## src/rtl/hlsm_result_checker_sat_counter.sv

```systemverilog
// Saturating up-counter: holds at all-ones instead of wrapping.
// Latency: q reflects inc one Clk edge later.
// Backpressure: none; inc is taken every edge it is high.
//
// Ports: Clk, Rst (sync, active-high), inc (count enable), q (count value).
module sat_counter #(
  parameter int W = 16
) (
  input  logic         Clk,
  input  logic         Rst,
  input  logic         inc,
  output logic [W-1:0] q
);

  always_ff @(posedge Clk) begin
    if (Rst) begin
      q <= '0;
    end else if (inc && (q != '1)) begin
      q <= q + W'(1);
    end
  end

endmodule

```

## config.mk

```make
export PLATFORM = sky130hd
export DESIGN_NAME = sat_counter
export DESIGN_NICKNAME = d
export VERILOG_FILES = /design/src/rtl/hlsm_result_checker_sat_counter.sv
export SDC_FILE = /design/constraint.sdc
export NUM_CORES = 1
export LEC_CHECK = 0
export ABC_AREA = 1
export CORE_MARGIN = 1
export CORE_UTILIZATION = 53
export DETAILED_ROUTE_END_ITERATION = 10
export PLACE_DENSITY = 0.93
export SLEW_MARGIN = 5
export SYNTH_ARGS = -nofsm -noshare
export SYNTH_HDL_FRONTEND = slang
export SYNTH_SLANG_ARGS = --single-unit
```

## constraint.sdc

```tcl
create_clock -name Clk -period 2.9 [get_ports Clk]
set_input_delay 0.29 -clock Clk [delete_from_list [all_inputs] [get_ports Clk]]
set_output_delay 0.29 -clock Clk [all_outputs]
set_load 0.01 [all_outputs]
```

==> key figures, run 1 <==
Worst hold path
  – HP Class: reg -> reg
  – Worst Hold Launch: q[3]$_SDFFE_PP0P_
  – Hold Path End: q[3]$_SDFFE_PP0P_
  – Hold path depth: 2

Global route
  – Total grt overflow: 0
  – First-pass GRT wire length: 3.553 mm
  – Vias in the first global route: around 860
  – Total track usage: 24.66%
  – Largest net degree at the start of global routing: 17
  – Antenna violations before repair: 0

STA
  – Worst-Margin Slew: 0.4800 ns
  – Fin Setup TNS: 0 ns
  – Setup Skew: 0.004853 ns
  – Slew Viols, Final: 0
  – Final Cycle Share: 55.16%
  – WHS: 0.5388 ns
  – Slew margin rel.: 67.97%
  – Hold Vio Cnt, Final: 0
  – Max frequency: 0.6252 GHz
  – Final setup viols: 0
  – Minimum clock period: 1.600 ns
  – RSZ-0062 raised after global routing: no

Critical path
  – Setup crit end kind: output port
  – Worst r2r dst: q[11]$_SDFFE_PP0P_
  – Critical Path Max Stage Delay: 0.58 ns
  – CP bufs+invs: 1
  – Req. time, crit path: 2.61 ns
  – Crit path launch type: register
  – Critical Path Fanout Max: 6
  – R2R cell count: 6
  – WP data arrival: 1.31 ns
  – Crit path depth: 1
  – CP top delay family: buffers and inverters
  – Slowest stage cell, crit path: clkdlybuf4s50_1
  – FF-to-FF setup slack: 1.33 ns
  – FF-to-FF Start: q[0]$_SDFFE_PP0P_
  – CP cell instances: clkdlybuf4s50_1
  – Critical path type: reg -> out

Logic synthesis
  – Register area share after synthesis: 34.45%
  – Syn nets: 153
  – Post-synth cell types: 16
  – Syn Area/Cell: approximately 6.2 um2
  – Post-Synth XOR/XNOR Area: 0%
  – Post-Syn Area: 929.6 um2
  – Synth Area in Simple Gates: 55.05%
  – Main combinational cell family by area after synthesis: simple AND/OR/NAND/NOR gates
  – Synth Area in Adders: ~1.3%
  – Synth warn: 0
  – Post-Syn Instances: 149
  – Flops & latches, synth: 16
  – Proportion of synthesized area in mux cells: 0%
  – Compound-Gate Fraction of Synth Area: roughly 3.8%

Clock tree
  – # hold bufs at CTS: 0
  – CTS tree: yes
  – Num CTS Buffers: 3
  – Skew-Pair Late Insertion Delay: 0.30 ns
  – Number of H-tree levels: 1
  – Clock slew at reported path FFs: 0.10 ns
  – Post-cts resize count: 0
  – Post-CTS Setup Bufs: 0
  – Clock Path Buffers: 2
  – Clock Root Buffer: clkbuf_4
  – Clock sink count: 16

Route
  – DRC viols: 0
  – DR iter-0 viols: 24
  – Routed WL: 2.121 mm
  – WL/cell: roughly 11 um
  – Vias: 972
  – Final ANT Viol Nets: 0
  – First-pass iteration count of the detailed router: 6
  – Vias/cell: 5.254

Cells and area
  – Most common cell after layout, fill and taps aside: nand2_1
  – Syn-to-layout area delta: 24.09%
  – Layout cells sized above 1: 11.24%
  – Fin nets: 174
  – Most flops, register: q
  – Most frequent cells in the layout: nand2_1, nor2_1, clkdlybuf4s50_1, dfxtp_1, nand3_1
  – Diodes inserted: 0
  – Largest register FFs: 16
  – Top Registers: q x16

Power
  – Pwr Density: roughly 350 mW/mm2
  – Leakage power: 0.4592 nW
  – VDD IR max: 0.2320 mV

Floorplanning
  – Initial Util: between 50% and 60%
  – Row count: 14
  – Die area: 0.001925 mm2
  – Core area: roughly 0.0016 mm2
  – Ports: 19
  – Die X: 43.88 um
  – Die span in y: 43.88 um

Placed design
  – Gpl congestion: 0.9385
  – Dpl hpwl: 1.545 mm
  – Buffers on Ports: 18

Run
  – Max-Cap Viols: 0

Outcome
  – Outcome: finished clean
[worst max-delay path by stage]
stage	slack, ns	to	startpoint
3_5_place_dp	1.18	q[13]$_SDFFE_PP0P_	inc
4_1_cts	1.31	q[6]	q[6]$_SDFFE_PP0P_
3_3_place_gp	1.25	q[13]$_SDFFE_PP0P_	inc
5_1_grt	1.18	q[13]$_SDFFE_PP0P_	q[0]$_SDFFE_PP0P_
6_report	1.30	q[11]	q[11]$_SDFFE_PP0P_
2_1_floorplan	1.51	q[0]$_SDFFE_PP0P_	q[0]$_SDFFE_PP0P_
[power by group]
part	switching [mW]	total (mW)	internal, mW
clock network	0.0757	0.152	0.0766
logic	0.0155	0.0287	0.0132
registers	0.00337	0.226	0.222
total	0.0946	0.407	0.312
[synthesized netlist by cell type, drive strengths merged]
cell	number	area, um2
or2	1	6.260
nand3	12	60.06
buf	1	5.000
nand4	3	18.77
nor2	48	236.5
a21oi	7	35.03
nor3	1	5.000
nand2	48	185.2
clkbuf	1	7.510
dfxtp	16	320.3
ha	1	12.51
inv	10	37.54
[through the flow]
stage	instance area, um2	utilization, %	setup WS [ns]	total power, mW	std cells
floorplan	929.6	-	1.509	0.2490	149
global placement	1117	70.87	1.254	0.2578	181
detailed placement	1117	70.87	1.176	0.2587	181
CTS	1154	73.17	1.313	0.4072	185
global route	1154	73.17	1.178	0.4214	185
finish	1154	73.17	1.300	0.4067	185
[routing by layer]
| layer | routed length (um) | vias up | GRT usage [%] |
|---|---|---|---|
| li1 | - | 508 | - |
| met1 | 964 | 433 | 31.81 |
| met2 | 1023 | 24 | 40.30 |
| met3 | 73 | 7 | 3.750 |
| met4 | 60 | 0 | 11.52 |
| met5 | 0 | - | 0 |
[area by class of cell]
cell class	count	area (um2)
Fill cell	136	422.9
Clock buffer	4	36.28
Sequential cell	16	320.3
Timing Repair Buffer	18	180.2
Inverter	10	37.54
Multi-Input combinational cell	121	559.3
Tap cell	16	20.02
[cell families after synthesis]
| group | count (synthesis) |
|---|---|
| AND/OR/NAND/NOR | 113 |
| flip-flops | 16 |
| buffers and inverters | 12 |
| AO/OA/AOI/OAI | 7 |
| adder cells (fa/ha/maj) | 1 |
(Power assumes the default switching activity.)
==> inputs of run 2 (changes only) <==
--- a/config.mk
+++ b/config.mk
@@ -7,9 +7,9 @@
 export LEC_CHECK = 0
 export ABC_AREA = 1
 export CORE_MARGIN = 1
-export CORE_UTILIZATION = 53
+export CORE_UTILIZATION = 44
 export DETAILED_ROUTE_END_ITERATION = 10
-export PLACE_DENSITY = 0.93
+export PLACE_DENSITY = 0.84
 export SLEW_MARGIN = 5
 export SYNTH_ARGS = -nofsm -noshare
 export SYNTH_HDL_FRONTEND = slang
==> constraint.sdc (replaced) <==
create_clock -name Clk -period 1.3 [get_ports Clk]
set_input_delay 0.13 -clock Clk [delete_from_list [all_inputs] [get_ports Clk]]
set_output_delay 0.13 -clock Clk [all_outputs]
set_load 0.01 [all_outputs]
==> run 2 against run 1 <==
  * The run now ends with negative setup slack left
  * Critical path depth grew 7
  * First-iteration DRC count rose to 3.0 times the previous value
  * Non-clock buffer count is 28 higher
  * Register-to-register slack worse by 1.5 ns
  * Flip-flop and latch count did not move
  * Via count rose by 24%
  * Setup slack got worse by 1.4 ns
  * Global-route usage rose by 6.0 points
  * Sequential power grew 120%
  * Critical path type is now reg -> reg
  * Highest routed layer unchanged
==> key figures, run 2 (synthesized netlist as in run 1, its figures left out) <==
Clock tree
  – Number of H-tree levels: 1 (unchanged)
  – # hold bufs at CTS: 0 (unchanged)
  – Num CTS Buffers: 3 (unchanged)
  – Skew-Pair Late Insertion Delay: 0.30 ns (about the same)
  – Clock Path Buffers: 2 (unchanged)
  – Clock Root Buffer: clkbuf_4
  – Clock sink count: 16 (unchanged)
  – Clock slew at reported path FFs: 0.10 ns (about the same)
  – CTS tree: yes

STA
  – Minimum clock period: 1.448 ns
  – Final Cycle Share: 111.4%
  – Worst-Margin Slew: 0.2352 ns (-0.2447 ns)
  – Slew margin rel.: 84.30% (+16 points)
  – Final setup margin: -0.1483 ns (-1.449 ns)
  – RSZ-0062 raised after global routing: yes
  – Max frequency: 0.6905 GHz
  – Hold Vio Cnt, Final: 0 (unchanged)
  – Final setup viols: 14 (+14)
  – Slew Viols, Final: 0 (unchanged)
  – Setup Skew: 0.002739 ns (-0.002114 ns)

Route
  – DRC viols: 0 (unchanged)
  – Vias: 1206 (+24%)
  – Routed WL: 3.458 mm (+63%)
  – Top layer in use: met4
  – First-pass iteration count of the detailed router: 4 (-2)
  – M1 WL: 1.324 mm (+37%)
  – WL/cell: 15.44 um (+35%)
  – DR iter-0 viols: 72 (+200%)
  – Final ANT Viol Nets: 0 (unchanged)
  – DR WL met2: 1.732 mm (+69%)
  – Metal3 WL: 209 um (+190%)
  – Vias/cell: 5.384 (+2.5%)

Critical path
  – Critical Path Fanout Max: 5 (-1)
  – Req. time, crit path: 1.50 ns (-1.11 ns)
  – Critical path type: reg -> reg
  – Setup crit end kind: register
  – Critical Path Max Stage Delay: 0.37 ns (-0.21 ns)
  – WP data arrival: 1.65 ns (+0.34 ns)
  – Slowest stage cell, crit path: dfxtp_2
  – CP cell instances: nand2_1 > nor2_2 > nand2_4 > nor2_8 > buf_6 > nor2_2 > nor2_1 > nor2_1
  – Crit path launch type: register

Global route
  – Antenna violations before repair: 0 (unchanged)
  – Total track usage: 30.66% (+6.0 points)
  – First-pass GRT wire length: 4.685 mm (+32%)
  – Largest net degree at the start of global routing: 17 (unchanged)
  – Total grt overflow: 0 (unchanged)
  – Vias in the first global route: 1012 (+18%)

Placed design
  – Buffers on Ports: 18 (unchanged)
  – Gpl congestion: 0.8914 (-5.0%)
  – Placement-stage cell area: 0.001304 mm2 (+17%)
  – Dpl hpwl: 1.812 mm (+17%)
  – Placed Cells: 213 (+18%)
  – DP Worst Slack: -0.1587 ns (-1.334 ns)

Outcome
  – Outcome: complete, but fails checks
  – Failing checks: negative setup slack

Cells and area
  – Post-route cell area: 0.001531 mm2 (+33%)
  – Most common cell after layout, fill and taps aside: nand2_1
  – Most frequent cells in the layout: nand2_1, nor2_1, buf_4, dlygate4sd2_1, nor2_2
  – Reg area: 335.3 um2 (+4.7%)
  – Top Registers: q x16
  – Final Non-Filler Cells: 224 (+21%)
  – Largest register FFs: 16 (unchanged)
  – Fill cell count: 135 (-0.74%)
  – Syn-to-layout area delta: 64.74%
  – Most flops, register: q
  – Layout cells sized above 1: 42.64% (+31 points)
  – Diodes inserted: 0 (unchanged)
  – Fin nets: 202 (+16%)
  – Area of the multi-input gates: 686.9 um2 (+23%)

Floorplanning
  – Die span in y: 47.97 um (+9.3%)
  – Row count: 16 (+2)
  – Initial Util: 46.91% (-12 points)
  – Die area: 0.002301 mm2 (+19%)
  – Ports: 19 (unchanged)
  – Die X: 47.97 um (+9.3%)
  – Core area: 0.001982 mm2 (+26%)

Power
  – Overall power: 951.8 uW (+130%)
  – Pwr Density: 621.5 mW/mm2 (+76%)
  – VDD IR max: 0.6294 mV (+170%)
  – Leakage power: 0.7228 nW (+57%)

Worst hold path
  – HP Class: reg -> reg

Run
  – Max-Cap Viols: 0 (unchanged)
-- run 2: cell count changes in the layout (fill, tap and decap cells not counted), moves of 5 or more --
| cell | change |
|---|---|
| nand3_2 | +7 |
| nor2_1 | -8 |
| a21oi_2 | +6 |
| a21oi_1 | -6 |
| dfxtp_1 | -10 |
| dlygate4sd2_1 | +16 |
| nand3_1 | -7 |
| dfxtp_2 | +9 |
| buf_4 | +22 |
| buf_6 | +5 |
| clkdlybuf4s50_1 | -16 |
-- run 2: power breakdown --
group	leakage (nW)	internal, mW	switching [mW]
combinational	0.567	0.0472	0.0519
sequential	0.134	0.496	0.00768
clock	0.0210	0.171	0.178
total	0.723	0.714	0.237
-- run 2: layout make-up --
type / count / area share [%]
inverter: 10 / 2.451
multi-input combinational: 121 / 44.85
timing repair buffer: 46 / 26.23
clock buffer: 4 / 2.369
tap: 27 / 2.206
sequential: 16 / 21.90
-- run 2: timing repair --
action,4_1_cts,5_1_grt
endpoints found under the setup margin,32,16
setup buffers,2,5
pin swaps,5,15
gates resized for setup,35,28
-- run 2: worst paths after layout --
kind,start,end,slack [ns],depth (start not counted)
worst max register to register,q[5]$_SDFFE_PP0P_,q[6]$_SDFFE_PP0P_,-0.15,8
worst min-delay path,q[7]$_SDFFE_PP0P_,q[7]$_SDFFE_PP0P_,0.52,2
worst min register to register,q[7]$_SDFFE_PP0P_,q[7]$_SDFFE_PP0P_,0.52,2
worst max-delay path,q[5]$_SDFFE_PP0P_,q[6]$_SDFFE_PP0P_,-0.15,8
-- run 2: metal layers --
metal,track usage (%),vias to the layer above
met1,35.44,550
met3,4.151,27
li1,-,566
met4,23.33,0
met5,0,-
met2,50.81,63
-- run 2: critical path, delay by kind of cell, from the launching register on --
family                 cells  cell delay [ns]
buffers and inverters      1             0.12
DFF                        1             0.37
and+or+nand+nor            7             0.86
-- run 2: metrics by stage --
stage	hold slack [ns]	utilization (%)	TNS [ns]
global route	0.5291	77.27	-2.078
detailed placement	0.5245	65.78	-0.8594
floorplan	0.3430	-	0
global placement	0.5185	65.78	-0.3091
CTS	0.5182	70.20	-0.2836
finish	0.5184	77.27	-1.044
